**config.mk**
```make
export PLATFORM = sky130hd
export DESIGN_NAME = ysyx_22041211_mem_arbiter_flat
export DESIGN_NICKNAME = d
export VERILOG_FILES = /design/src/rtl/ysyx_22041211_mem_arbiter_pkg.sv /design/src/rtl/ysyx_22041211_mem_arbiter_if.sv /design/src/rtl/ysyx_22041211_mem_arbiter_rr_pick2.sv /design/src/rtl/ysyx_22041211_mem_arbiter.sv /design/src/flat_wrapper.sv
export SDC_FILE = /design/constraint.sdc
export NUM_CORES = 1
export LEC_CHECK = 0
export ABC_AREA = 1
export BUFFER_PORTS_ARGS = -buffer_cell sky130_fd_sc_hd__buf_2
export CAP_MARGIN = 20
export CORE_ASPECT_RATIO = 0.5
export CORE_MARGIN = 2
export CORE_UTILIZATION = 46
export CTS_CLUSTER_DIAMETER = 60
export DETAILED_ROUTE_END_ITERATION = 6
export HOLD_SLACK_MARGIN = 0.05
export PLACE_DENSITY = 0.81
export SKIP_CTS_REPAIR_TIMING = 1
export SLEW_MARGIN = 25
export SYNTH_ARGS = -nofsm -noshare
export SYNTH_HDL_FRONTEND = slang
export SYNTH_SLANG_ARGS = --single-unit
```
**constraint.sdc**
```tcl
create_clock -name clk -period 2.15 [get_ports clk]
set_clock_uncertainty 0.1 [all_clocks]
set_input_delay 0.215 -clock clk [delete_from_list [all_inputs] [get_ports clk]]
set_output_delay 0.215 -clock clk [all_outputs]
set_load 0.01 [all_outputs]
```
**src/rtl/ysyx_22041211_mem_arbiter_pkg.sv**
```systemverilog
`default_nettype none
// ============================================================================
// Module      : ysyx_22041211_mem_arbiter_pkg
// Description : Shared definitions for the data-memory arbiter: FSM state
//               encoding, transaction owner codes and the fixed fetch mask.
// Revision    : 1.0 - initial release
// ============================================================================
package ysyx_22041211_mem_arbiter_pkg;

    typedef enum logic [1:0] {
        ST_IDLE = 2'd0,
        ST_REQ  = 2'd1,
        ST_WAIT = 2'd2,
        ST_RESP = 2'd3
    } state_t;

    // Owner codes double as the round-robin history value.
    localparam logic OWNER_IFU = 1'b0;
    localparam logic OWNER_LSU = 1'b1;

    // Grant vector bit positions used by the two-way picker.
    localparam int GRANT_IFU_BIT = 0;
    localparam int GRANT_LSU_BIT = 1;

    // Byte mask the memory task expects for a full 32-bit load.
    localparam logic [7:0] LOAD_MASK_32 = 8'h0F;

endpackage : ysyx_22041211_mem_arbiter_pkg
`default_nettype wire

```
**src/rtl/ysyx_22041211_mem_arbiter_if.sv**
```systemverilog
`default_nettype none
// ============================================================================
// Module      : ysyx_22041211_mem_arbiter_if
// Description : Bus bundle around the data-memory arbiter.
//               IFU side : ifu_req_valid/ready, ifu_addr, ifu_rsp_valid,
//                          ifu_rdata, ifu_rsp_err
//               LSU side : lsu_req_valid/ready, lsu_addr, lsu_wen,
//                          lsu_wdata, lsu_mask, lsu_rsp_valid, lsu_rdata,
//                          lsu_rsp_err
//               Memory   : mem_req_valid/ready, mem_addr, mem_wen,
//                          mem_wdata, mem_mask, mem_rsp_valid, mem_rdata,
//                          mem_abort
//               slave  modport : the arbiter
//               master modport : requesters plus memory model
// Revision    : 1.0 - initial release
// ============================================================================
interface ysyx_22041211_mem_arbiter_if #(
    parameter int DATA_LEN = 32,
    parameter int MASK_W   = 8
);
    logic                ifu_req_valid;
    logic                ifu_req_ready;
    logic [DATA_LEN-1:0] ifu_addr;
    logic                ifu_rsp_valid;
    logic [DATA_LEN-1:0] ifu_rdata;
    logic                ifu_rsp_err;

    logic                lsu_req_valid;
    logic                lsu_req_ready;
    logic [DATA_LEN-1:0] lsu_addr;
    logic                lsu_wen;
    logic [DATA_LEN-1:0] lsu_wdata;
    logic [MASK_W-1:0]   lsu_mask;
    logic                lsu_rsp_valid;
    logic [DATA_LEN-1:0] lsu_rdata;
    logic                lsu_rsp_err;

    logic                mem_req_valid;
    logic                mem_req_ready;
    logic [DATA_LEN-1:0] mem_addr;
    logic                mem_wen;
    logic [DATA_LEN-1:0] mem_wdata;
    logic [MASK_W-1:0]   mem_mask;
    logic                mem_rsp_valid;
    logic [DATA_LEN-1:0] mem_rdata;
    logic                mem_abort;

    modport slave (
        input  ifu_req_valid, ifu_addr,
        input  lsu_req_valid, lsu_addr, lsu_wen, lsu_wdata, lsu_mask,
        input  mem_req_ready, mem_rsp_valid, mem_rdata,
        output ifu_req_ready, ifu_rsp_valid, ifu_rdata, ifu_rsp_err,
        output lsu_req_ready, lsu_rsp_valid, lsu_rdata, lsu_rsp_err,
        output mem_req_valid, mem_addr, mem_wen, mem_wdata, mem_mask, mem_abort
    );

    modport master (
        output ifu_req_valid, ifu_addr,
        output lsu_req_valid, lsu_addr, lsu_wen, lsu_wdata, lsu_mask,
        output mem_req_ready, mem_rsp_valid, mem_rdata,
        input  ifu_req_ready, ifu_rsp_valid, ifu_rdata, ifu_rsp_err,
        input  lsu_req_ready, lsu_rsp_valid, lsu_rdata, lsu_rsp_err,
        input  mem_req_valid, mem_addr, mem_wen, mem_wdata, mem_mask, mem_abort
    );

endinterface : ysyx_22041211_mem_arbiter_if
`default_nettype wire

```
**src/rtl/ysyx_22041211_mem_arbiter_rr_pick2.sv**
```systemverilog
`default_nettype none
// ============================================================================
// Module      : ysyx_22041211_rr_pick2
// Description : Two-way round-robin picker, purely combinational.
//               i_valid      : request valids (bit0 IFU, bit1 LSU)
//               i_last_grant : owner code of the previous grant
//               o_grant      : one-hot grant, zero when nothing is valid
// Revision    : 1.0 - initial release
// ============================================================================
module ysyx_22041211_rr_pick2
    import ysyx_22041211_mem_arbiter_pkg::*;
(
    input  wire logic [1:0] i_valid,
    input  wire logic       i_last_grant,
    output logic      [1:0] o_grant
);

    always_comb begin
        o_grant = 2'b00;
        case (i_valid)
            2'b01:   o_grant[GRANT_IFU_BIT] = 1'b1;
            2'b10:   o_grant[GRANT_LSU_BIT] = 1'b1;
            // Conflict: the side that did not win last time goes next.
            2'b11: begin
                if (i_last_grant == OWNER_IFU) begin
                    o_grant[GRANT_LSU_BIT] = 1'b1;
                end else begin
                    o_grant[GRANT_IFU_BIT] = 1'b1;
                end
            end
            default: o_grant = 2'b00;
        endcase
    end

endmodule : ysyx_22041211_rr_pick2
`default_nettype wire

```
**src/rtl/ysyx_22041211_mem_arbiter.sv**
```systemverilog
`default_nettype none
// ============================================================================
// Module      : ysyx_22041211_mem_arbiter
// Description : Shares one data-memory port between the IFU (fetch) and the
//               LSU (load/store). Round-robin, one transaction in flight,
//               valid/ready handshakes, watchdog abort on a hung memory.
//               clk : clock
//               rst : synchronous active-high reset
//               bus : requester and memory signals (slave modport)
// Revision    : 1.0 - initial release
// ============================================================================
module ysyx_22041211_mem_arbiter
    import ysyx_22041211_mem_arbiter_pkg::*;
#(
    parameter int DATA_LEN = 32,
    parameter int MASK_W   = 8,
    parameter int TIMEOUT  = 255
) (
    input  wire logic                  clk,
    input  wire logic                  rst,
    ysyx_22041211_mem_arbiter_if.slave bus
);

    localparam int CNT_W = $clog2(TIMEOUT + 1);

    state_t              r_state;
    state_t              w_state_nxt;
    logic                r_owner;
    logic                r_last_grant;
    logic [DATA_LEN-1:0] r_addr;
    logic                r_wen;
    logic [DATA_LEN-1:0] r_wdata;
    logic [MASK_W-1:0]   r_mask;
    logic [CNT_W-1:0]    r_cnt;
    logic                r_err;
    logic [DATA_LEN-1:0] r_ifu_rdata;
    logic [DATA_LEN-1:0] r_lsu_rdata;

    logic [1:0]          w_grant;
    logic                w_accept;
    logic                w_busy;
    logic                w_timeout;
    logic                w_done;
    logic [DATA_LEN-1:0] w_rsp_data;

    ysyx_22041211_rr_pick2 u_pick (
        .i_valid      ({bus.lsu_req_valid, bus.ifu_req_valid}),
        .i_last_grant (r_last_grant),
        .o_grant      (w_grant)
    );

    // Nothing is accepted while reset is held, so a request presented
    // during reset cannot slip through the handshake.
    assign w_accept  = (r_state == ST_IDLE) && !rst && (w_grant != 2'b00);
    assign w_busy    = (r_state == ST_REQ) || (r_state == ST_WAIT);
    // The watchdog wins over a response landing in the same cycle.
    assign w_timeout = w_busy && (r_cnt == CNT_W'(TIMEOUT));
    assign w_done    = !w_timeout &&
                       (((r_state == ST_REQ) && bus.mem_req_ready && bus.mem_rsp_valid) ||
                        ((r_state == ST_WAIT) && bus.mem_rsp_valid));
    assign w_rsp_data = (w_timeout || r_wen) ? '0 : bus.mem_rdata;

    always_comb begin
        w_state_nxt = r_state;
        case (r_state)
            ST_IDLE: if (w_accept) w_state_nxt = ST_REQ;
            ST_REQ: begin
                if (w_timeout || w_done) begin
                    w_state_nxt = ST_RESP;
                end else if (bus.mem_req_ready) begin
                    w_state_nxt = ST_WAIT;
                end
            end
            ST_WAIT: if (w_timeout || w_done) w_state_nxt = ST_RESP;
            ST_RESP: w_state_nxt = ST_IDLE;
            default: w_state_nxt = ST_IDLE;
        endcase
    end

    always_ff @(posedge clk) begin
        if (rst) begin
            r_state      <= ST_IDLE;
            r_owner      <= OWNER_IFU;
            r_last_grant <= OWNER_IFU;
            r_addr       <= '0;
            r_wen        <= 1'b0;
            r_wdata      <= '0;
            r_mask       <= '0;
            r_cnt        <= '0;
            r_err        <= 1'b0;
            r_ifu_rdata  <= '0;
            r_lsu_rdata  <= '0;
        end else begin
            r_state <= w_state_nxt;
            if (w_accept) begin
                r_owner      <= w_grant[GRANT_LSU_BIT];
                r_last_grant <= w_grant[GRANT_LSU_BIT];
                r_cnt        <= '0;
                if (w_grant[GRANT_LSU_BIT]) begin
                    r_addr  <= bus.lsu_addr;
                    r_wen   <= bus.lsu_wen;
                    r_wdata <= bus.lsu_wdata;
                    r_mask  <= bus.lsu_mask;
                end else begin
                    // Fetches are always plain 32-bit loads.
                    r_addr  <= bus.ifu_addr;
                    r_wen   <= 1'b0;
                    r_wdata <= '0;
                    r_mask  <= MASK_W'(LOAD_MASK_32);
                end
            end else if (w_busy) begin
                r_cnt <= r_cnt + CNT_W'(1);
            end
            if (w_done || w_timeout) begin
                r_err <= w_timeout;
                if (r_owner == OWNER_LSU) begin
                    r_lsu_rdata <= w_rsp_data;
                end else begin
                    r_ifu_rdata <= w_rsp_data;
                end
            end
        end
    end

    assign bus.ifu_req_ready = w_accept && w_grant[GRANT_IFU_BIT];
    assign bus.lsu_req_ready = w_accept && w_grant[GRANT_LSU_BIT];

    assign bus.ifu_rsp_valid = (r_state == ST_RESP) && (r_owner == OWNER_IFU);
    assign bus.lsu_rsp_valid = (r_state == ST_RESP) && (r_owner == OWNER_LSU);
    assign bus.ifu_rsp_err   = bus.ifu_rsp_valid && r_err;
    assign bus.lsu_rsp_err   = bus.lsu_rsp_valid && r_err;
    assign bus.ifu_rdata     = r_ifu_rdata;
    assign bus.lsu_rdata     = r_lsu_rdata;

    // The request is withdrawn in the abort cycle.
    assign bus.mem_req_valid = (r_state == ST_REQ) && !w_timeout;
    assign bus.mem_abort     = w_timeout;
    assign bus.mem_addr      = r_addr;
    assign bus.mem_wen       = r_wen;
    assign bus.mem_wdata     = r_wdata;
    assign bus.mem_mask      = r_mask;

endmodule : ysyx_22041211_mem_arbiter
`default_nettype wire

```
**src/flat_wrapper.sv**
```systemverilog
// flat-port wrapper written by rule: the top's interface ports become plain ports
module ysyx_22041211_mem_arbiter_flat import ysyx_22041211_mem_arbiter_pkg::*;
#(
    parameter int DATA_LEN = 32,
    parameter int MASK_W   = 8,
    parameter int TIMEOUT  = 255
)
  (clk, rst, bus_ifu_req_valid, bus_ifu_addr, bus_lsu_req_valid, bus_lsu_addr, bus_lsu_wen, bus_lsu_wdata, bus_lsu_mask, bus_mem_req_ready, bus_mem_rsp_valid, bus_mem_rdata, bus_ifu_req_ready, bus_ifu_rsp_valid, bus_ifu_rdata, bus_ifu_rsp_err, bus_lsu_req_ready, bus_lsu_rsp_valid, bus_lsu_rdata, bus_lsu_rsp_err, bus_mem_req_valid, bus_mem_addr, bus_mem_wen, bus_mem_wdata, bus_mem_mask, bus_mem_abort);
  ysyx_22041211_mem_arbiter_if #(.DATA_LEN(DATA_LEN), .MASK_W(MASK_W)) bus_i ();
  input  wire logic clk;
  input  wire logic rst;
  input wire logic [$bits(bus_i.ifu_req_valid)-1:0] bus_ifu_req_valid;
  input wire logic [$bits(bus_i.ifu_addr)-1:0] bus_ifu_addr;
  input wire logic [$bits(bus_i.lsu_req_valid)-1:0] bus_lsu_req_valid;
  input wire logic [$bits(bus_i.lsu_addr)-1:0] bus_lsu_addr;
  input wire logic [$bits(bus_i.lsu_wen)-1:0] bus_lsu_wen;
  input wire logic [$bits(bus_i.lsu_wdata)-1:0] bus_lsu_wdata;
  input wire logic [$bits(bus_i.lsu_mask)-1:0] bus_lsu_mask;
  input wire logic [$bits(bus_i.mem_req_ready)-1:0] bus_mem_req_ready;
  input wire logic [$bits(bus_i.mem_rsp_valid)-1:0] bus_mem_rsp_valid;
  input wire logic [$bits(bus_i.mem_rdata)-1:0] bus_mem_rdata;
  output wire logic [$bits(bus_i.ifu_req_ready)-1:0] bus_ifu_req_ready;
  output wire logic [$bits(bus_i.ifu_rsp_valid)-1:0] bus_ifu_rsp_valid;
  output wire logic [$bits(bus_i.ifu_rdata)-1:0] bus_ifu_rdata;
  output wire logic [$bits(bus_i.ifu_rsp_err)-1:0] bus_ifu_rsp_err;
  output wire logic [$bits(bus_i.lsu_req_ready)-1:0] bus_lsu_req_ready;
  output wire logic [$bits(bus_i.lsu_rsp_valid)-1:0] bus_lsu_rsp_valid;
  output wire logic [$bits(bus_i.lsu_rdata)-1:0] bus_lsu_rdata;
  output wire logic [$bits(bus_i.lsu_rsp_err)-1:0] bus_lsu_rsp_err;
  output wire logic [$bits(bus_i.mem_req_valid)-1:0] bus_mem_req_valid;
  output wire logic [$bits(bus_i.mem_addr)-1:0] bus_mem_addr;
  output wire logic [$bits(bus_i.mem_wen)-1:0] bus_mem_wen;
  output wire logic [$bits(bus_i.mem_wdata)-1:0] bus_mem_wdata;
  output wire logic [$bits(bus_i.mem_mask)-1:0] bus_mem_mask;
  output wire logic [$bits(bus_i.mem_abort)-1:0] bus_mem_abort;
  assign bus_i.ifu_req_valid = bus_ifu_req_valid;
  assign bus_i.ifu_addr = bus_ifu_addr;
  assign bus_i.lsu_req_valid = bus_lsu_req_valid;
  assign bus_i.lsu_addr = bus_lsu_addr;
  assign bus_i.lsu_wen = bus_lsu_wen;
  assign bus_i.lsu_wdata = bus_lsu_wdata;
  assign bus_i.lsu_mask = bus_lsu_mask;
  assign bus_i.mem_req_ready = bus_mem_req_ready;
  assign bus_i.mem_rsp_valid = bus_mem_rsp_valid;
  assign bus_i.mem_rdata = bus_mem_rdata;
  assign bus_ifu_req_ready = bus_i.ifu_req_ready;
  assign bus_ifu_rsp_valid = bus_i.ifu_rsp_valid;
  assign bus_ifu_rdata = bus_i.ifu_rdata;
  assign bus_ifu_rsp_err = bus_i.ifu_rsp_err;
  assign bus_lsu_req_ready = bus_i.lsu_req_ready;
  assign bus_lsu_rsp_valid = bus_i.lsu_rsp_valid;
  assign bus_lsu_rdata = bus_i.lsu_rdata;
  assign bus_lsu_rsp_err = bus_i.lsu_rsp_err;
  assign bus_mem_req_valid = bus_i.mem_req_valid;
  assign bus_mem_addr = bus_i.mem_addr;
  assign bus_mem_wen = bus_i.mem_wen;
  assign bus_mem_wdata = bus_i.mem_wdata;
  assign bus_mem_mask = bus_i.mem_mask;
  assign bus_mem_abort = bus_i.mem_abort;
  ysyx_22041211_mem_arbiter #(.DATA_LEN(DATA_LEN), .MASK_W(MASK_W), .TIMEOUT(TIMEOUT)) u_core (.clk(clk), .rst(rst), .bus(bus_i));
endmodule
```
==> results of run 1 <==
-- registers in the layout, indices dropped and copies added, names as in the netlist --
name                  count
u_core.bus.mem_addr      32
u_core.bus.mem_mask       8
u_core.bus.mem_wen        1
u_core.r_last_grant       1
u_core.bus.mem_wdata     32
u_core.r_state            2
u_core.r_cnt              8
u_core.r_err              1
u_core.bus.ifu_rdata     32
u_core.bus.lsu_rdata     32
-- power breakdown --
group	internal, W	switching (W)	total, W
Clock	0.00187	0.00122	0.00309
Sequential	0.00323	0.000255	0.00349
Combinational	0.00112	0.00153	0.00266
-- layout by cell type (no fill, tap or decap), types with 17 or more instances in the layout --
| master | instances |
|---|---|
| clkbuf_16 | 17 |
| nor2_1 | 180 |
| inv_1 | 53 |
| a22o_1 | 36 |
| o21ai_0 | 86 |
| dfxtp_1 | 148 |
| buf_2 | 287 |
| a21oi_1 | 19 |
| nand2_1 | 85 |
| dlygate4sd3_1 | 92 |
| o21ai_1 | 32 |
-- path summary, 6_finish.rpt --
kind / from / endpoint / slack [ns] / cells past startpoint
worst max-delay path: u_core.r_state[1] / bus_lsu_req_ready / 0.11 / 8
worst min-delay path: bus_ifu_addr[25] / u_core.bus.mem_addr[25] / -0.01 / 3
worst max register to register: u_core.r_state[1] / u_core.bus.ifu_rdata[8] / 0.16 / 11
worst min register to register: u_core.bus.mem_addr[21] / u_core.bus.mem_addr[21] / 0.35 / 2
-- stage by stage --
stage / hold slack (ns) / setup TNS [ns] / total power [W] / std cells
global placement: 0.326 / 0 / 0.00587 / 1149
CTS: -0.101 / -0.253 / 0.00901 / 1181
floorplan: 0.228 / 0 / 0.00497 / 722
finish: -0.0145 / 0 / 0.00923 / 1273
global route: 0.0239 / -0.00298 / 0.00971 / 1273
detailed placement: 0.329 / 0 / 0.00595 / 1149
-- layout make-up --
cell class	count	area (µm²)	share of cell area, %
Sequential cell	149	2980	33.5
Timing Repair Buffer	398	2560	28.8
Multi-Input combinational cell	470	2310	25.9
Clock buffer	18	439	4.93
Inverter	59	230	2.58
Tap cell	165	206	2.32
Clock inverter	14	178	1.99
-- critical path, delay by kind of cell (launching register included) --
family / cells / cell delay [ns]
flops: 1 / 0.34
buf+inv: 4 / 0.46
fa+ha+maj: 1 / 0.14
compound gates: 1 / 0.17
simple gates: 2 / 0.20
-- kinds of logic after synthesis --
kind of cell    Yosys count
buf+inv                 103
fa+ha+maj                 6
flops                   149
xor+xnor                  3
simple gates            281
compound gates          180
-- metal layers --
layer,vias up,GRT usage (%),share of wire (%)
met1,2877,27.3,39
met5,-,0,0
li1,3068,-,-
met2,274,42.3,51
met4,0,9.01,3.2
met3,55,6.04,6.9
==> results.yml, run 1 <==
detailed_routing:
  wl_per_cell_um: 15.0
  dr.first_iter.drc_count: 441
  firstDrtPassIters: 5
  ant_nets: 0
  viasPerCell: 4.93
  vias: 6274
  drc: 0
  wl_mm: 19.1
clock_tree:
  clk_pin_slew_ns: 0.06
  clock_sinks: 149
  tritoncts: "yes"
  worstSkewPairLatency_ns: 0.40
  cts_root_buf: "clkbuf_16"
  cts.htree.levels: 4
  clockBufferDepth: 2
  cts_buffers: 17
synthesis:
  synth_xor_xnor_area_share_pct: 0.459
  synthMuxAreaShare_pct: 0
  synth_simple_gate_area_share_pct: 19.5
  synth-compound-area-share_pct: 18.5
  yosys_warnings: 0
  synth.distinct_cells: 29
  yosys-top-cells-area: "dfxtp_1, nor2_1, o21ai_0, nand2_1, a22o_1"
  netlist_area_um2: 5730
  ys_ff_latch: 149
  synthAdderAreaFrac_pct: 1.31
  yosys-top-cells-count: "nor2_1, dfxtp_1, o21ai_0, nand2_1, inv_1"
  yosysSeqAreaShare_pct: 52.1
  syn_inst: 722
  synth.net_count: 871
  synth_top_family_by_area: "simple AND/OR/NAND/NOR gates"
  synth.avg_cell_area_um2: 7.94
  ys.flop_type: "dfxtp_1"
  netlist.area_leader.share_pct: 52.1
  synth_edf_count: 0
  post-synth-top-count-cell: "nor2_1"
  ys_async_sr_fraction_pct: 0
  yosys.area.top_type: "dfxtp_1"
sta:
  drv_slew: 0
  worst_slack_ns: 0.109
  finalHoldViolCount: 1
  hold_ws_ns: -0.0145
  timing.final.crit_share_pct: 94.9
  final.min_clock_period_ns: 2.04
  tightest_slew_ns: 0.843
  fmax_ghz: 0.490
  setup_violations: 0
  max_slew_margin_pct: 43.8
layout:
  fin_area_um2: 8910
  syn2layout_area_growth_pct: 55.4
  nets: 1244
  layout-drive-gt1-share_pct: 32.4
  diodes: 0
  utilization_pct: 74.3
  nFillCells: 855
global_routing:
  grt_usage_pct: 23.7
  grt_pass1_wl_mm: 25.9
  antenna_found_initial: 0
  grt_max_degree: 56
  grt_overflow: 0
  grt_pass1_vias: 5467
worst_setup_path:
  worstPathArrival_ns: 1.73
  slowest_stage: "dfxtp_2"
  worstPathMaxFanout: 23
  required_ns: 1.84
  slowest_delay_ns: 0.34
  crit_chain: "inv_2, ha_4, o21a_4, nand2_2, inv_2, nand2_2, inv_8, buf_2"
  start_kind: "flip-flop"
  crit_type: "reg2out"
  end_kind: "primary output"
floorplan:
  start_util_pct: 47.8
  die-area_um2: 13400
  die_w_um: 162
  core_um2: 12000
  ios: 288
  rows: 28
  die_h_um: 82.9
place:
  dpl.hpwl_mm: 11.7
  place_area_um2: 7340
  portBuffers: 287
  gp_congestion: 0.823
  pre_cts_slack_ns: 0.0674
power_and_ir_drop:
  p_leak_nw: 4.38
  cellPowerDensity_nw_per_um2: 1040
  ir_drop_v: 0.000494
run_status:
  violations: "negative hold slack"
  status: "complete, but fails checks"
flow_run:
  cap_violations: 0
worst_hold_path:
  hold_class: "in2reg"
Power figures use the tool's default switching activity.
==> inputs of run 2 (changes only) <==
- CELL_PAD_IN_SITES_DETAIL_PLACEMENT: unset -> 0
- CELL_PAD_IN_SITES_GLOBAL_PLACEMENT: unset -> 2
- CORE_UTILIZATION: 46 -> 24
- GPL_TIMING_DRIVEN: unset -> 0
- PLACE_DENSITY: 0.81 -> 0.87
==> results.yml, run 2 (synthesized netlist as in run 1, its figures left out) <==
floorplan:
  die-area_um2: 25200
  rows: 39
  die_h_um: 113
  core_um2: 23100
  start_util_pct: 24.8
  ios: 288
  die_w_um: 223
global_routing:
  busiest_layer: "met2"
  antenna_found_initial: 0
  grt_overflow: 0
  grtUsageMet3_pct: 4.08
  use_met2_pct: 27.8
  grt_usage_pct: 15.5
  use_met1_pct: 17.7
  grt_pass1_vias: 5633
  grt_max_degree: 17
  grt_pass1_wl_mm: 29.9
worst_setup_path:
  cp-startpoint: "u_core.r_state[1]"
  endpoint: "bus_lsu_req_ready"
  r2r-start: "u_core.r_state[1]"
  worstPathArrival_ns: 1.73
  r2r_cells: 6
  r2r_end: "u_core.bus.mem_wdata[15]"
  crit_type: "reg2out"
  worstPathMaxFanout: 6
  start_kind: "flip-flop"
  r2r_setup_slack_ns: 0.17
  end_kind: "primary output"
  required_ns: 1.84
power_and_ir_drop:
  seqPwrFrac_pct: 37.4
  power.switching_w: 0.00301
  cellPowerDensity_nw_per_um2: 997
  p_comb_share_pct: 29.3
  p_leak_nw: 4.51
  intPower_w: 0.00628
  total_power_w: 0.00929
  p_sw_share_pct: 32.4
  ir_drop_v: 0.000369
  power.share.clock_pct: 33.2
place:
  dp.cells: 1315
  portBuffers: 286
  dpl.hpwl_mm: 15.0
  place_area_um2: 7550
  gp_congestion: 0.808
run_status:
  violations: "negative hold slack"
  status: "complete, but fails checks"
clock_tree:
  clock_sinks: 149
  clk_pin_slew_ns: 0.06
  cts.htree.levels: 4
  cts_root_buf: "clkbuf_16"
  cts_buffers: 17
  tritoncts: "yes"
  clockBufferDepth: 2
  worstSkewPairLatency_ns: 0.43
detailed_routing:
  viasPerCell: 4.26
  vias: 6217
  dr.first_iter.drc_count: 225
  wl_per_cell_um: 14.5
  drc: 0
  wl_mm: 21.1
  ant_nets: 0
  firstDrtPassIters: 4
layout:
  nets: 1289
  syn2layout_area_growth_pct: 62.7
  fin_area_um2: 9330
  finalNonFillerCells: 1458
  diodes: 0
  final_common_cell: "buf_2"
  layout-drive-gt1-share_pct: 32.2
  final_cell_mix: "buf_2, nor2_1, dfxtp_1, dlygate4sd3_1, o21ai_0"
sta:
  timing.final.crit_share_pct: 95.2
  setup_violations: 0
  setup-tns-final_ns: 0
  drv_slew: 0
  hold_ws_ns: -0.0129
  final.min_clock_period_ns: 2.05
  tightest_slew_ns: 0.569
  finalHoldViolCount: 2
  fmax_ghz: 0.488
  max_slew_margin_pct: 62.1
worst_hold_path:
  hold_class: "in2reg"
  whs_path_depth: 3
flow_run:
  cap_violations: 0
## run 2: worst max-delay path, cell delays in order (launching register included)
cell and delay (ns):
dfxtp_2 0.36, inv_2 0.07, ha_4 0.16, o21a_4 0.14, nand2_2 0.11, clkinv_4 0.07, nand2_4 0.09, inv_2 0.05
buf_8 0.12, buf_2 0.13
## run 2: power groups by stage
stage	Combinational, W	Sequential [W]	Clock (W)
floorplan	0.00126	0.00371	0
global placement	0.00248	0.00351	0
detailed placement	0.00250	0.00352	0
CTS	0.00250	0.00347	0.00317
global route	0.00305	0.00353	0.00331
finish	0.00273	0.00348	0.00309
## run 2: worst min-delay path by stage
stage / to / start / slack (ns)
floorplan: u_core.bus.mem_wen / bus_lsu_wen / 0.23
global placement: u_core.bus.mem_wen / bus_lsu_wen / 0.32
detailed placement: u_core.bus.mem_wen / bus_lsu_wen / 0.32
CTS: u_core.bus.mem_wen / bus_lsu_wen / -0.14
global route: u_core.bus.lsu_rdata[4] / bus_mem_rdata[4] / 0.05
finish: u_core.bus.mem_addr[6] / bus_lsu_addr[6] / -0.01
## run 2: layout make-up
class                           instances  area, µm²
Buffer                                 44        259
Clock buffer                           21        470
Clock inverter                          9        128
Fill cell                            2435      13800
Inverter                               59        228
Multi-Input combinational cell        470       2320
Sequential cell                       149       2990
Tap cell                              307        384
Timing Repair Buffer                  399       2550
## run 2: per-stage QoR
step / hold WS, ns / utilization [%] / worst slack, ns
after global placement: 0.319 / 32.6 / -0.111
after detailed placement: 0.323 / 32.6 / -0.129
after CTS: -0.143 / 35.2 / -0.397
final: -0.0129 / 40.3 / 0.103
after floorplan: 0.228 / - / 0.291
after global routing: 0.0503 / 40.3 / -0.00110
## run 2: metal layers
| metal | vias to the layer above | wire [µm] |
|---|---|---|
| met1 | 2875 | 8830 |
| met5 | - | 0 |
| met2 | 142 | 11100 |
| li1 | 3165 | - |
| met3 | 35 | 697 |
| met4 | 0 | 497 |
==> inputs of run 3 (changes only) <==
- HOLD_SLACK_MARGIN: 0.05 -> unset
==> results.yml, run 3 (synthesized netlist as in run 1, its figures left out) <==
run_status:
  status: "complete, but fails checks"
  violations: "negative hold slack"
power_and_ir_drop:
  ir_drop_v: 0.000369
  cellPowerDensity_nw_per_um2: 1020
  p_leak_nw: 4.42
clock_tree:
  cts_buffers: 17
  clk_pin_slew_ns: 0.06
  clockBufferDepth: 2
  clock_sinks: 149
  tritoncts: "yes"
  cts.htree.levels: 4
  worstSkewPairLatency_ns: 0.43
  cts_root_buf: "clkbuf_16"
layout:
  syn2layout_area_growth_pct: 59.1
  utilization_pct: 39.4
  finalNonFillerCells: 1437
  multiInputGateArea_um2: 2320
  diodes: 0
  final_common_cell: "buf_2"
  nets: 1268
  regArea_um2: 2990
  final_cell_mix: "buf_2, nor2_1, dfxtp_1, o21ai_0, dlygate4sd3_1"
  nFillCells: 2468
  layout-drive-gt1-share_pct: 32.8
detailed_routing:
  vias: 6147
  firstDrtPassIters: 4
  wl_per_cell_um: 14.5
  wl_mm: 20.8
  drc: 0
  ant_nets: 0
  viasPerCell: 4.28
  dr.first_iter.drc_count: 235
place:
  portBuffers: 286
  gp_congestion: 0.808
  dp.cells: 1315
  dpl.hpwl_mm: 15.0
floorplan:
  die_h_um: 113
  die-area_um2: 25200
  die_w_um: 223
  start_util_pct: 24.8
  core_um2: 23100
  ios: 288
  rows: 39
worst_setup_path:
  cp-startpoint: "u_core.r_state[1]"
  r2r_cells: 10
  crit_type: "reg2out"
  worstPathArrival_ns: 1.73
  r2r_setup_slack_ns: 0.19
  endpoint: "bus_mem_req_valid"
  worstPathMaxFanout: 6
  end_kind: "primary output"
  r2r-start: "u_core.r_state[1]"
  required_ns: 1.84
  start_kind: "flip-flop"
  r2r_end: "u_core.bus.ifu_rdata[11]"
worst_hold_path:
  min-delay-start: "bus_ifu_addr[7]"
  whs_path_depth: 3
  hold_class: "in2reg"
global_routing:
  grt_overflow: 0
  grt_pass1_wl_mm: 29.9
  grt_usage_pct: 15.5
  grt_max_degree: 17
  grt_pass1_vias: 5633
  antenna_found_initial: 0
sta:
  finalHoldViolCount: 10
  setup_violations: 0
  max_slew_margin_pct: 62.0
  final.min_clock_period_ns: 2.05
  tightest_slew_ns: 0.571
  fmax_ghz: 0.489
  hold_ws_ns: -0.0414
  timing.final.crit_share_pct: 95.2
  drv_slew: 0
flow_run:
  cap_violations: 0
## run 3: cell types whose count changed in the layout (fill, tap and decap cells not counted), sizes merged
cell	change
dlygate4sd3	-21
## run 3: layout make-up
class                      instances  area share, %
sequential                       149           32.8
timing repair buffer             378           25.6
multi-input combinational        470           25.5
clock buffer                      21           5.16
tap                              307           4.21
buffer                            44           2.84
inverter                          59           2.50
clock inverter                     9           1.40
## run 3: critical path: stages (launching register included)
cell and delay, ns:
dfxtp_2 0.36, inv_2 0.07, ha_4 0.30, nand2_4 0.06
nor2_4 0.13, nand3_4 0.13, nand2_2 0.08, inv_1 0.04
buf_2 0.13
## run 3: worst min path at each step
stage                                    endpoint  slack (ns)
after detailed placement       u_core.bus.mem_wen        0.32
after floorplan                u_core.bus.mem_wen        0.23
after global routing      u_core.bus.mem_addr[20]       0.002
final                      u_core.bus.mem_addr[7]       -0.04
after CTS                      u_core.bus.mem_wen       -0.14
after global placement         u_core.bus.mem_wen        0.32
## run 3: layer usage
layer	share of wire [%]	GRT usage (%)	wire length [µm]	vias to the layer above
met5	0	0	0	-
met4	2.0	6.09	409	0
met3	3.7	4.08	762	28
met2	53	27.8	11000	141
met1	42	17.7	8670	2851
li1	-	-	-	3127
## run 3: report_power, final
part | leakage (nW) | switching, W | internal, W
Combinational | 2.92 | 0.00157 | 0.00112
Sequential | 1.22 | 0.000244 | 0.00324
Clock | 0.287 | 0.00119 | 0.00190
Total | 4.42 | 0.00300 | 0.00626
## run 3: per-stage QoR
step / worst slack [ns] / TNS [ns] / power (W) / hold WS [ns] / cell area [µm²]
after detailed placement: -0.129 / -2.88 / 0.00602 / 0.323 / 7550
after CTS: -0.397 / -4.93 / 0.00914 / -0.143 / 8140
after global routing: -0.00110 / -0.00110 / 0.00986 / 0.00167 / 9110
final: 0.104 / 0 / 0.00926 / -0.0414 / 9110
after global placement: -0.111 / -2.09 / 0.00599 / 0.319 / 7550
after floorplan: 0.291 / 0 / 0.00497 / 0.228 / 5730
